--- src/rtl/tdm_demux_1x8_if.sv ---
// Bundle of the TDM demultiplexer's serial input lane and parallel frame outputs.
//   en, sync, din      : serial side (driven by the link / master)
//   q0..q7             : slot k of the last complete frame
//   frame_valid        : 1-cycle pulse, q0..q7 just updated
//   locked             : aligned to the frame
//   sync_err           : 1-cycle pulse, sync seen away from slot 0 while locked
//   slot               : slot the next en-qualified sample will fill
interface tdm_demux_1x8_if #(
  parameter int unsigned W = 1
);
  logic         en;
  logic         sync;
  logic [W-1:0] din;
  logic [W-1:0] q0;
  logic [W-1:0] q1;
  logic [W-1:0] q2;
  logic [W-1:0] q3;
  logic [W-1:0] q4;
  logic [W-1:0] q5;
  logic [W-1:0] q6;
  logic [W-1:0] q7;
  logic         frame_valid;
  logic         locked;
  logic         sync_err;
  logic [2:0]   slot;

  modport master (
    output en, sync, din,
    input  q0, q1, q2, q3, q4, q5, q6, q7, frame_valid, locked, sync_err, slot
  );

  modport slave (
    input  en, sync, din,
    output q0, q1, q2, q3, q4, q5, q6, q7, frame_valid, locked, sync_err, slot
  );
endinterface

--- src/rtl/tdm_demux_1x8.sv ---
// Receive-side 8-slot TDM demultiplexer. Aligns to the frame with an en-qualified
// sync strobe, collects slots 0..6 in shadow registers and, on the slot-7 sample,
// publishes the whole frame to q0..q7 in one edge (q7 taken straight from din).
// Ports:
//   clk  : system clock, rising edge
//   rst  : asynchronous reset, active-high
//   bus  : tdm_demux_1x8_if slave (en/sync/din in; q0..q7, frame_valid, locked,
//          sync_err, slot out)
module tdm_demux_1x8 #(
  parameter int unsigned W = 1
) (
  input logic            clk,
  input logic            rst,
  tdm_demux_1x8_if.slave bus
);

  typedef enum logic [0:0] {StHunt, StLocked} state_e;

  state_e       state_q, state_d;
  logic [2:0]   slot_q, slot_d;
  logic [W-1:0] shadow_q [7];
  logic [W-1:0] shadow_d [7];
  logic [W-1:0] q_q [8];
  logic [W-1:0] q_d [8];
  logic         fv_q, fv_d;
  logic         err_q, err_d;

  always_ff @(posedge clk or posedge rst) begin
    if (rst) begin
      state_q <= StHunt;
      slot_q  <= 3'd0;
      fv_q    <= 1'b0;
      err_q   <= 1'b0;
      for (int k = 0; k < 7; k++) shadow_q[k] <= '0;
      for (int k = 0; k < 8; k++) q_q[k] <= '0;
    end else begin
      state_q  <= state_d;
      slot_q   <= slot_d;
      fv_q     <= fv_d;
      err_q    <= err_d;
      shadow_q <= shadow_d;
      q_q      <= q_d;
    end
  end

  always_comb begin
    state_d  = state_q;
    slot_d   = slot_q;
    shadow_d = shadow_q;
    q_d      = q_q;
    fv_d     = 1'b0;
    err_d    = 1'b0;

    if (bus.en) begin
      unique case (state_q)
        StHunt: begin
          if (bus.sync) begin
            shadow_d[0] = bus.din;
            slot_d      = 3'd1;
            state_d     = StLocked;
          end
        end
        StLocked: begin
          if (bus.sync && (slot_q != 3'd0)) begin
            // Resync: drop the partial frame and restart at slot 0 with this sample.
            shadow_d[0] = bus.din;
            slot_d      = 3'd1;
            err_d       = 1'b1;
          end else if (slot_q == 3'd7) begin
            for (int k = 0; k < 7; k++) q_d[k] = shadow_q[k];
            q_d[7] = bus.din;
            fv_d   = 1'b1;
            slot_d = 3'd0;
          end else begin
            for (int k = 0; k < 7; k++) begin
              if (slot_q == 3'(k)) shadow_d[k] = bus.din;
            end
            slot_d = slot_q + 3'd1;
          end
        end
        default: state_d = StHunt;
      endcase
    end
  end

  assign bus.q0          = q_q[0];
  assign bus.q1          = q_q[1];
  assign bus.q2          = q_q[2];
  assign bus.q3          = q_q[3];
  assign bus.q4          = q_q[4];
  assign bus.q5          = q_q[5];
  assign bus.q6          = q_q[6];
  assign bus.q7          = q_q[7];
  assign bus.frame_valid = fv_q;
  assign bus.sync_err    = err_q;
  assign bus.locked      = (state_q == StLocked);
  assign bus.slot        = slot_q;

endmodule

--- src/flat_wrapper.sv ---
// flat-port wrapper written by rule: the top's interface ports become plain ports
module tdm_demux_1x8_flat 
#(
  parameter int unsigned W = 1
)
  (clk, rst, bus_en, bus_sync, bus_din, bus_q0, bus_q1, bus_q2, bus_q3, bus_q4, bus_q5, bus_q6, bus_q7, bus_frame_valid, bus_locked, bus_sync_err, bus_slot);
  tdm_demux_1x8_if #(.W(W)) bus_i ();
  input logic clk;
  input logic rst;
  input wire logic [$bits(bus_i.en)-1:0] bus_en;
  input wire logic [$bits(bus_i.sync)-1:0] bus_sync;
  input wire logic [$bits(bus_i.din)-1:0] bus_din;
  output wire logic [$bits(bus_i.q0)-1:0] bus_q0;
  output wire logic [$bits(bus_i.q1)-1:0] bus_q1;
  output wire logic [$bits(bus_i.q2)-1:0] bus_q2;
  output wire logic [$bits(bus_i.q3)-1:0] bus_q3;
  output wire logic [$bits(bus_i.q4)-1:0] bus_q4;
  output wire logic [$bits(bus_i.q5)-1:0] bus_q5;
  output wire logic [$bits(bus_i.q6)-1:0] bus_q6;
  output wire logic [$bits(bus_i.q7)-1:0] bus_q7;
  output wire logic [$bits(bus_i.frame_valid)-1:0] bus_frame_valid;
  output wire logic [$bits(bus_i.locked)-1:0] bus_locked;
  output wire logic [$bits(bus_i.sync_err)-1:0] bus_sync_err;
  output wire logic [$bits(bus_i.slot)-1:0] bus_slot;
  assign bus_i.en = bus_en;
  assign bus_i.sync = bus_sync;
  assign bus_i.din = bus_din;
  assign bus_q0 = bus_i.q0;
  assign bus_q1 = bus_i.q1;
  assign bus_q2 = bus_i.q2;
  assign bus_q3 = bus_i.q3;
  assign bus_q4 = bus_i.q4;
  assign bus_q5 = bus_i.q5;
  assign bus_q6 = bus_i.q6;
  assign bus_q7 = bus_i.q7;
  assign bus_frame_valid = bus_i.frame_valid;
  assign bus_locked = bus_i.locked;
  assign bus_sync_err = bus_i.sync_err;
  assign bus_slot = bus_i.slot;
  tdm_demux_1x8 #(.W(W)) u_core (.clk(clk), .rst(rst), .bus(bus_i));
endmodule
--- config.mk ---
export PLATFORM = sky130hd
export DESIGN_NAME = tdm_demux_1x8_flat
export DESIGN_NICKNAME = d
export VERILOG_FILES = /design/src/rtl/tdm_demux_1x8_if.sv /design/src/rtl/tdm_demux_1x8.sv /design/src/flat_wrapper.sv
export SDC_FILE = /design/constraint.sdc
export NUM_CORES = 1
export LEC_CHECK = 0
export ABC_AREA = 1
export CORE_ASPECT_RATIO = 0.5
export CORE_MARGIN = 2
export CORE_UTILIZATION = 40
export DETAILED_ROUTE_END_ITERATION = 6
export PLACE_DENSITY = 0.66
export SYNTH_ARGS = -nofsm -noshare
export SYNTH_HDL_FRONTEND = slang
export SYNTH_SLANG_ARGS = --single-unit
--- constraint.sdc ---
create_clock -name clk -period 1.36 [get_ports clk]
set_input_delay 0.272 -clock clk [delete_from_list [all_inputs] [get_ports clk]]
set_output_delay 0.272 -clock clk [all_outputs]
set_load 0.05 [all_outputs]
==> qor.csv, run 1 <==
stage,metric,value,unit
status,outcome,completed,
layout,nNetsFinal,168,
route,vias_per_cell,4.63,
sta,fmax,736,MHz
synth,synthCells,123,
synth,synth_area_leaders,"dfrtp_1 50%, nand2_1 15%, ha_1 7.2%, inv_1 5.4%, o21ai_0 4.8%",
route,wire_per_inst,12.1,um
route,ant_nets,0,
layout,areaGrowthSynthToFinish,56.2,%
global_routing,grt_pass1_vias,775,
placed_design,dpl.hpwl,1.52,mm
sta,finalSetupViolCount,0,
global_routing,use_met3,4.95,%
sta,relSlewSlack,73.5,%
synth,synth_top_area_cell,dfrtp_1,
global_routing,grt_pass1_wl,3.50,mm
clock_network,clk_path_buf_depth,2,
clock_network,root_buffer,clkbuf_8,
global_routing,grt.busiest_layer,met2,
critical_path,setup.worst_path.end_class,flip-flop,
synth,synthMuxAreaShare,0,%
sta,holdWs,0.338,ns
pwr,switchingPower,0.00119,W
synth,post_synth.cell_area_avg,8.48,um^2
sta,grt_setup_unrepaired,yes,
synth,synthTopCellsByCount,"43 x nand2_1, 21 x dfrtp_1, 15 x inv_1",
sta,maxSlewViolCount,0,
global_routing,use_met2,27.4,%
sta,fin_crit_sh,99.9,%
critical_path,crit_type,flip-flop to flip-flop,
synth,yosys.area_share.simple,27.3,%
critical_path,cpPeakStageDelay,0.45,ns
synth,yosysWarnings,0,
pwr,totalPowerFinal,0.00291,W
route,vias,893,
global_routing,grt_max_degree,22,
route,firstDrtPassIters,4,
critical_path,regToRegSetupSlack,0.002,ns
clock_network,clkTransAtPathRegs,0.08,ns
route,wl,2.34,mm
synth,synth_top_family_by_area,simple AND/OR/NAND/NOR gates,
critical_path,cp.required,1.52,ns
sta,skew,0.00400,ns
clock_network,cts_tree,built,
floorplan,dieArea,3060,um^2
layout,drive_gt1_share,34.6,%
critical_path,crit_top_cell,nand2_1,
synth,ys.flop_type,dfrtp_1,
synth,synthArstFlopShare,100,%
sta,worst_pin_slew,0.397,ns
critical_path,critPathSlowestCell,dfrtp_2,
sta,hold_viol,0,
pwr,worst_ir_drop_vdd,1.10,mV
pwr,powerDensity,1780,nW/um^2
hold_path,hold_path_class,input pin to async pin,
pwr,leakage,0.802,nW
layout,finalInstanceArea,1630,um^2
pwr,power_frac_comb,50.9,%
floorplan,ios,19,
route,dr.first_iter.drc_count,51,
clock_network,holdBufCountCts,0,
floorplan,core_area,2540,um^2
placed_design,postPlaceCellArea,1490,um^2
layout,diodes,0,
pwr,clkPwrFrac,14.2,%
synth,synth-seq-cells,21,
clock_network,htree_levels,1,
global_routing,antenna_found_initial,0,
critical_path,crit_arrival,1.52,ns
synth,synth.most_common_cell,nand2_1,
synth,synth_adder_area_share,7.19,%
placed_design,numPortBuffers,18,
synth,synth_top_area_share,50.4,%
synth,synth_compound_area_share,6.83,%
synth,syn_nets,134,
pwr,sequentialPowerShare,34.9,%
synth,netlist_area,1040,um^2
floorplan,die_w,76.2,um
floorplan,rows,13,
synth,ys_seq_area_share,50.4,%
global_routing,overflow,0,
job,maxCapViolations,0,
clock_network,cts_sinks,21,
global_routing,met1_usage,18.5,%
critical_path,crit_path_cell_trace,ha_4 -> ha_4 -> a21oi_4 -> buf_6 -> nand2_1 -> nand2_1 -> nand2_1,
pwr,intPower,0.00171,W
clock_network,clk-insertion-delay-late,0.26,ns
clock_network,cts_made_buffers,3,
synth,synth_edf_count,0,
critical_path,cp-start-kind,flip-flop,
pwr,swShare,41.0,%
synth,synth_cell_types,17,
global_routing,grt_use_total,15.8,%
placed_design,gp_congestion,0.815,
floorplan,die_y,40.1,um
floorplan,initial_utilization,41.1,%
critical_path,crit_fanout,6,
sta,period_minus_slack,1.36,ns
sta,finalWorstSetupSlack,0.00163,ns
placed_design,post-place-ws,-0.212,ns
route,drc,0,
synth,synthXorXnorAreaFrac,0,%
==> stage by stage <==
stage | utilization, % | cells | TNS (ns)
floorplan | - | 123 | -1.33
global placement | 58.9 | 185 | -1.60
detailed placement | 58.9 | 185 | -2.78
CTS | 62.0 | 190 | 0
global route | 64.3 | 193 | -0.535
finish | 64.3 | 193 | 0
==> cell usage in the layout (no fill, tap or decap), drive strengths merged <==
cell type / count
buf: 26
inv: 16
nand2: 48
clkbuf: 3
clkdlybuf4s50: 4
dfrtp: 21
ha: 6
o22ai: 2
nor2: 8
nor3: 2
nand3: 8
o21ai: 10
a21oi: 1
clkinv: 1
==> area by class of cell <==
class / instances / area (um^2)
Sequential cell: 21 / 531
Fill cell: 208 / 907
Tap cell: 37 / 46.3
Multi-Input combinational cell: 85 / 527
Clock buffer: 3 / 41.3
Inverter: 16 / 62.6
Clock inverter: 1 / 5.00
Timing Repair Buffer: 30 / 418
==> power groups by stage <==
stage	sequential [W]	clock [W]	combinational, W
after floorplan	0.00134	0	0.000402
after CTS	0.00101	0.000424	0.00142
after global placement	0.00102	0	0.00136
final	0.00101	0.000413	0.00148
after detailed placement	0.00103	0	0.00138
after global routing	0.00104	0.000449	0.00158
==> repair_timing <==
item	in CTS	in global routing
gates resized for setup	5	8
pin swaps	2	3
endpoints found under the setup margin	11	16
setup buffers	0	1
gates cloned	1	2
==> worst paths after layout <==
| path | start | end | depth (start not counted) |
|---|---|---|---|
| max in group asynchronous | rst | u_core.bus.slot[1] | 3 |
| hold reg to reg | u_core.shadow_q[0] | u_core.shadow_q[0] | 2 |
| min in group clk | u_core.shadow_q[0] | u_core.shadow_q[0] | 2 |
| hold / removal | rst | u_core.shadow_q[3] | 3 |
| setup reg to reg | u_core.bus.slot[1] | u_core.shadow_q[2] | 7 |
| setup / recovery | u_core.bus.slot[1] | u_core.shadow_q[2] | 7 |
==> cell families after synthesis <==
logic type | count (synthesis)
flops | 21
compound gates | 13
fa+ha+maj | 6
simple gates | 64
buf+inv | 19
==> sequential cells by signal (all words and copies together) (netlist names) <==
name and count:
u_core.shadow_q 7, u_core.bus.slot 3, u_core.bus.frame_valid 1, u_core.bus.locked 1, u_core.bus.q0 1, u_core.bus.q1 1, u_core.bus.q2 1, u_core.bus.q3 1
u_core.bus.q4 1, u_core.bus.q5 1, u_core.bus.q6 1, u_core.bus.q7 1, u_core.bus.sync_err 1
==> worst max-delay path: cells and delay by family (launching register included) <==
kind / cells / cell delay, ns
compound gates: 1 / 0.14
buf+inv: 1 / 0.14
fa+ha+maj: 2 / 0.35
simple gates: 3 / 0.16
flops: 1 / 0.45
==> layer usage <==
metal | part of all wire (%) | wire length (um) | up-vias
met5 | 0 | 0 | -
met4 | 2.2 | 51 | 0
met3 | 5.1 | 119 | 5
met2 | 46 | 1070 | 26
met1 | 47 | 1100 | 412
li1 | - | - | 450
Power figures use the tool's default switching activity.
==> run 2: changes to the inputs <==
- HOLD_SLACK_MARGIN: not set -> 0.1
- clock period: 1.36 -> 1.1 ns (I/O delays scaled with it)
==> qor.csv, run 2 (synthesis gave the netlist of run 1 again) <==
stage,metric,value,unit
status,outcome,finished with violations,
status,violations,negative setup slack,
clock_network,root_buffer,clkbuf_8,
layout,final_common_cell,nand2_1,
clock_network,clk_path_buf_depth,2,
critical_path,crit_type,flip-flop to flip-flop,
floorplan,ios,19,
route,vias_per_cell,4.63,
pwr,worst_ir_drop_vdd,1.21,mV
global_routing,grt_max_degree,22,
sta,relSlewSlack,82.9,%
layout,seq_area,531,um^2
floorplan,dieArea,3060,um^2
critical_path,crit_fanout,6,
floorplan,initial_utilization,41.1,%
layout,layout_common_cells,"35 x nand2_1, 17 x dfrtp_1, 15 x buf_12, 12 x inv_1, 12 x buf_4",
placed_design,dpl.hpwl,1.60,mm
route,dr.first_iter.drc_count,31,
sta,finalSetupViolCount,24,
clock_network,htree_levels,1,
floorplan,die_w,76.2,um
critical_path,cp-start-kind,flip-flop,
global_routing,grt_use_total,17.2,%
layout,largest_reg_flops,7,
global_routing,antenna_found_initial,0,
clock_network,cts_made_buffers,3,
sta,fin_crit_sh,123,%
critical_path,cp.required,1.26,ns
layout,largest-register,u_core.shadow_q,
layout,areaGrowthSynthToFinish,66.3,%
global_routing,overflow,0,
layout,multi_input_area,569,um^2
floorplan,core_area,2540,um^2
clock_network,clkTransAtPathRegs,0.08,ns
pwr,powerDensity,2160,nW/um^2
clock_network,clk-insertion-delay-late,0.27,ns
critical_path,regToRegSetupSlack,-0.25,ns
sta,worst_pin_slew,0.256,ns
placed_design,dp.cells,190,
global_routing,grt_pass1_wl,3.92,mm
layout,drive_gt1_share,43.8,%
clock_network,cts_sinks,21,
route,drc,0,
sta,tns,-4.46,ns
critical_path,crit_arrival,1.51,ns
critical_path,setup.worst_path.end_class,flip-flop,
floorplan,rows,13,
floorplan,die_y,40.1,um
route,wl_met2,1.15,mm
route,vias,921,
clock_network,cts_tree,built,
sta,hold_viol,0,
route,wire_per_inst,12.2,um
sta,skew,0.00435,ns
pwr,totalPowerFinal,0.00374,W
job,maxCapViolations,0,
layout,diodes,0,
sta,holdWs,0.274,ns
sta,fmax,742,MHz
sta,grt_setup_unrepaired,yes,
layout,utilization,68.4,%
global_routing,grt_pass1_vias,832,
clock_network,holdBufCountCts,0,
sta,maxSlewViolCount,0,
route,ant_nets,0,
sta,finalWorstSetupSlack,-0.248,ns
route,wl,2.44,mm
layout,nFillCells,198,
placed_design,numPortBuffers,18,
pwr,leakage,0.848,nW
hold_path,hold_path_class,input pin to async pin,
layout,nNetsFinal,174,
route,drt-met1-wl,1.13,mm
sta,period_minus_slack,1.35,ns
route,firstDrtPassIters,4,
placed_design,gp_congestion,0.804,
route,wl_met3,121,um
route,routed.top_layer,met4,
layout,final_cells,199,
## run 2: metal layers
| layer | GRT usage [%] | vias up |
|---|---|---|
| met5 | 0 | - |
| met3 | 5.63 | 5 |
| met4 | 5.45 | 0 |
| met1 | 21.0 | 435 |
| li1 | - | 465 |
| met2 | 30.3 | 16 |
## run 2: through the flow
stage | instance area, um^2 | setup slack (ns)
after floorplan | 1090 | -0.371
after global placement | 1550 | -0.322
after detailed placement | 1550 | -0.393
after CTS | 1710 | -0.233
after global routing | 1740 | -0.300
final | 1740 | -0.248
## run 2: layout make-up
type | count | share of cell area (%)
multi-input combinational | 85 | 32.8
sequential | 21 | 30.6
timing repair buffer | 36 | 27.7
inverter | 16 | 3.60
tap | 37 | 2.67
clock buffer | 3 | 2.38
clock inverter | 1 | 0.288
## run 2: worst max-delay path, cell delays in order (launching register included)
cell and delay (ns):
dfrtp_2 0.45, ha_4 0.18, ha_4 0.17, a21oi_4 0.14
buf_6 0.15, nand2_2 0.05, nand2_1 0.06, nand2_1 0.04
## run 2: power breakdown
part	switching (W)	internal [W]
Combinational	0.00105	0.000935
Sequential	0.000223	0.00102
Clock	0.000262	0.000253
Total	0.00154	0.00220
## run 2: repair_timing
action / CTS / global route
pin swaps: 6 / 3
endpoints found under the hold margin: 0 / 0
gates cloned: 2 / 1
gates resized for setup: 20 / 5
setup endpoints to repair: 24 / 24
buffers inserted: 2 / 0
## run 2: path summary, 6_finish.rpt
check / cells past startpoint / from / endpoint
worst max register to register: 7 / u_core.bus.slot[0] / u_core.shadow_q[4]
max in group asynchronous: 3 / rst / u_core.bus.slot[1]
worst min register to register: 2 / u_core.shadow_q[5] / u_core.shadow_q[5]
worst max-delay path: 7 / u_core.bus.slot[0] / u_core.shadow_q[4]
min in group clk: 2 / u_core.shadow_q[5] / u_core.shadow_q[5]
worst min-delay path: 3 / rst / u_core.shadow_q[6]
==> variant, RTL diff (config.mk and constraints of run 1) <==
Make the reset (`rst`) synchronous in one clocked block. Comments in the files are not updated.
--- a/src/rtl/tdm_demux_1x8.sv
+++ b/src/rtl/tdm_demux_1x8.sv
@@ -26,5 +26,5 @@
   logic         err_q, err_d;
 
-  always_ff @(posedge clk or posedge rst) begin
+  always_ff @(posedge clk) begin
     if (rst) begin
       state_q <= StHunt;
Check against the original RTL: differs if rst is asserted again (counterexample within 4 cycles, from zero or initial values and one cycle with rst high); with rst held inactive, the same outputs for 10 cycles.
==> variant against run 1 <==
  * First-iteration DRC count shrank 14%
  * Setup slack gained 0.060 ns
  * Global-route usage grew 2.2 points
  * Count of clock-buffer cells in the layout is the same
  * Routed wire length grew 2.0%
  * Final cell count grew 2.6%
  * Critical path depth is the same
  * Non-clock buffer count shrank 1
  * Area after synthesis shrank 6.4%
  * Design area shrank 5.7%
  * Sequential cell count is the same
Power is not compared: it rests on default switching activity, and its combinational part moved more than twofold at a synthesized area within 25%.
==> variant: results (changes against run 1) <==
slew_headroom: 0.756  # +0.0207
status: "finished clean"
firstDrtPassIters: 5  # +1
grt_util_all_layers: 0.180  # +0.0218
yosysUniqueCellTypes: 20  # +3
synth_flop_cell: "dfxtp_1"
hold_ws_ns: 0.496  # +0.158 ns
place_congestion: 0.822  # +0.88%
slowest_delay_ns: 0.39  # -0.06 ns
clk_path_buf_depth: 2  # unchanged
synth_compound_area_frac: 0.0781  # +0.00976
hold_path_class: "reg -> reg"
viasPerCell: 4.88  # +5.4%
regMostFlops: "u_core.shadow_q"
cts.clk_slew.worst_paths_ns: 0.08  # about the same
async_reset_ff_frac: 0  # -1.00
first_iter_violations: 44  # -14%
worstSetupStartpoint: "u_core.bus.slot[0]$_SDFFE_PP0P_"
num_antenna_cells: 0  # unchanged
yosysSeqAreaShare: 0.430  # -0.0734
arrival_ns: 1.45  # -0.07 ns
cts-root-buf: "clkbuf_8"
synth_nets: 143  # +6.7%
numCtsBuffers: 3  # unchanged
grt_max_degree: 14  # -36%
clk_latency_ns: 0.27
muxShareOfSynthArea: 0  # unchanged
synthTopCellsByCount: "nand2_1, dfxtp_1, nor2_1"
drive_above_1_share: 0.313  # -0.0333
synth_xor_area_frac: 0  # unchanged
grt_pass1_vias: 883  # +14%
synthAdderAreaFrac: 0.0768  # +0.00488
num-nets-final: 175  # +4.2%
rrSetupSlack_ns: 0.06  # +0.06 ns
crit_slowest_cell: "dfxtp_4"
wl_per_cell_um: 12.1  # -0.57%
fin_worst_skew_ns: 0.00827  # +0.00428 ns
path_max_fanout: 10  # +4
synthTopCellsByArea: "dfxtp_1, nand2_1, ha_1"
grt_pass1_wl_um: 3850  # +10%
dp.final_hpwl_um: 1610  # +5.9%
rr_endpoint: "u_core.bus.q1$_SDFFE_PP0P_"
portBuffers: 18  # unchanged
variant: cell count changes after synthesis, sizes merged:
cell	before	now
dfrtp	21	0
dfxtp	0	21
nand2	47	33
nor2	7	19
a21oi	1	12
o21ai	10	2
nand4	0	5
nand3	8	12
o22ai	2	0
a31oi	0	1
buf	2	3
inv	16	15
variant: final cells by class:
type                            count  area (sq um)
Sequential cell                    21           430
Clock buffer                        3          41.3
Fill cell                         173           729
Inverter                           15          63.8
Tap cell                           35          43.8
Multi-Input combinational cell     94           551
Clock inverter                      1          5.00
Timing Repair Buffer               29           403
variant: per-layer routing:
metal	global-route usage	wire length, um
met1	0.233	1160
met2	0.306	1070
met3	0.0469	139
met4	0.0409	23
met5	0	0
variant: power breakdown:
group / internal (uW) / total [uW] / switching (uW)
sequential: 622 / 635 / 13.0
combinational: 79.1 / 179 / 99.6
clock: 204 / 421 / 216
total: 906 / 1230 / 329
variant: logic make-up after synthesis:
| logic type | after synthesis |
|---|---|
| adder cells (fa/ha/maj) | 6 |
| AO/OA/AOI/OAI | 15 |
| buffers and inverters | 19 |
| AND/OR/NAND/NOR | 71 |
| flip-flops | 21 |
variant: metrics by stage:
stage                     setup slack (ns)  total power [uW]  cells  TNS (ns)  instance area, sq um
after detailed placement            -0.165               804    191     -2.20                  1430
after CTS                           0.0136              1220    196         0                  1490
final                               0.0612              1230    198         0                  1540
after global placement              -0.124               800    191     -1.54                  1430
after floorplan                    0.00112               730    132         0                  1010
after global routing               -0.0224              1280    198    -0.118                  1540
variant: worst max-delay path by stage:
stage	cells after the start	endpoint	slack [ns]
2_1_floorplan	9	u_core.shadow_q[4]$_SDFFE_PP0P_	0.001
3_3_place_gp	6	u_core.bus.q4$_SDFFE_PP0P_	-0.12
3_5_place_dp	6	u_core.bus.q1$_SDFFE_PP0P_	-0.17
4_1_cts	8	u_core.shadow_q[2]$_SDFFE_PP0P_	0.01
5_1_grt	7	u_core.bus.q3$_SDFFE_PP0P_	-0.02
6_report	7	u_core.bus.q1$_SDFFE_PP0P_	0.06
variant: worst register-to-register path, cell delays in order, from the launching register on:
cell and delay [ns]:
dfxtp_4 0.39, ha_4 0.15, ha_4 0.16, inv_8 0.06, nor2_4 0.19, nand2_4 0.11
nand2_1 0.07, a21oi_1 0.06
variant: timing repair:
action / in CTS / in global routing
pin swaps: 1 / 6
setup buffers: 1 / 0
resized for setup: 1 / 10
cloned: 0 / 2
endpoints found under the hold margin: 0 / 0
setup endpoints to repair: 18 / 17
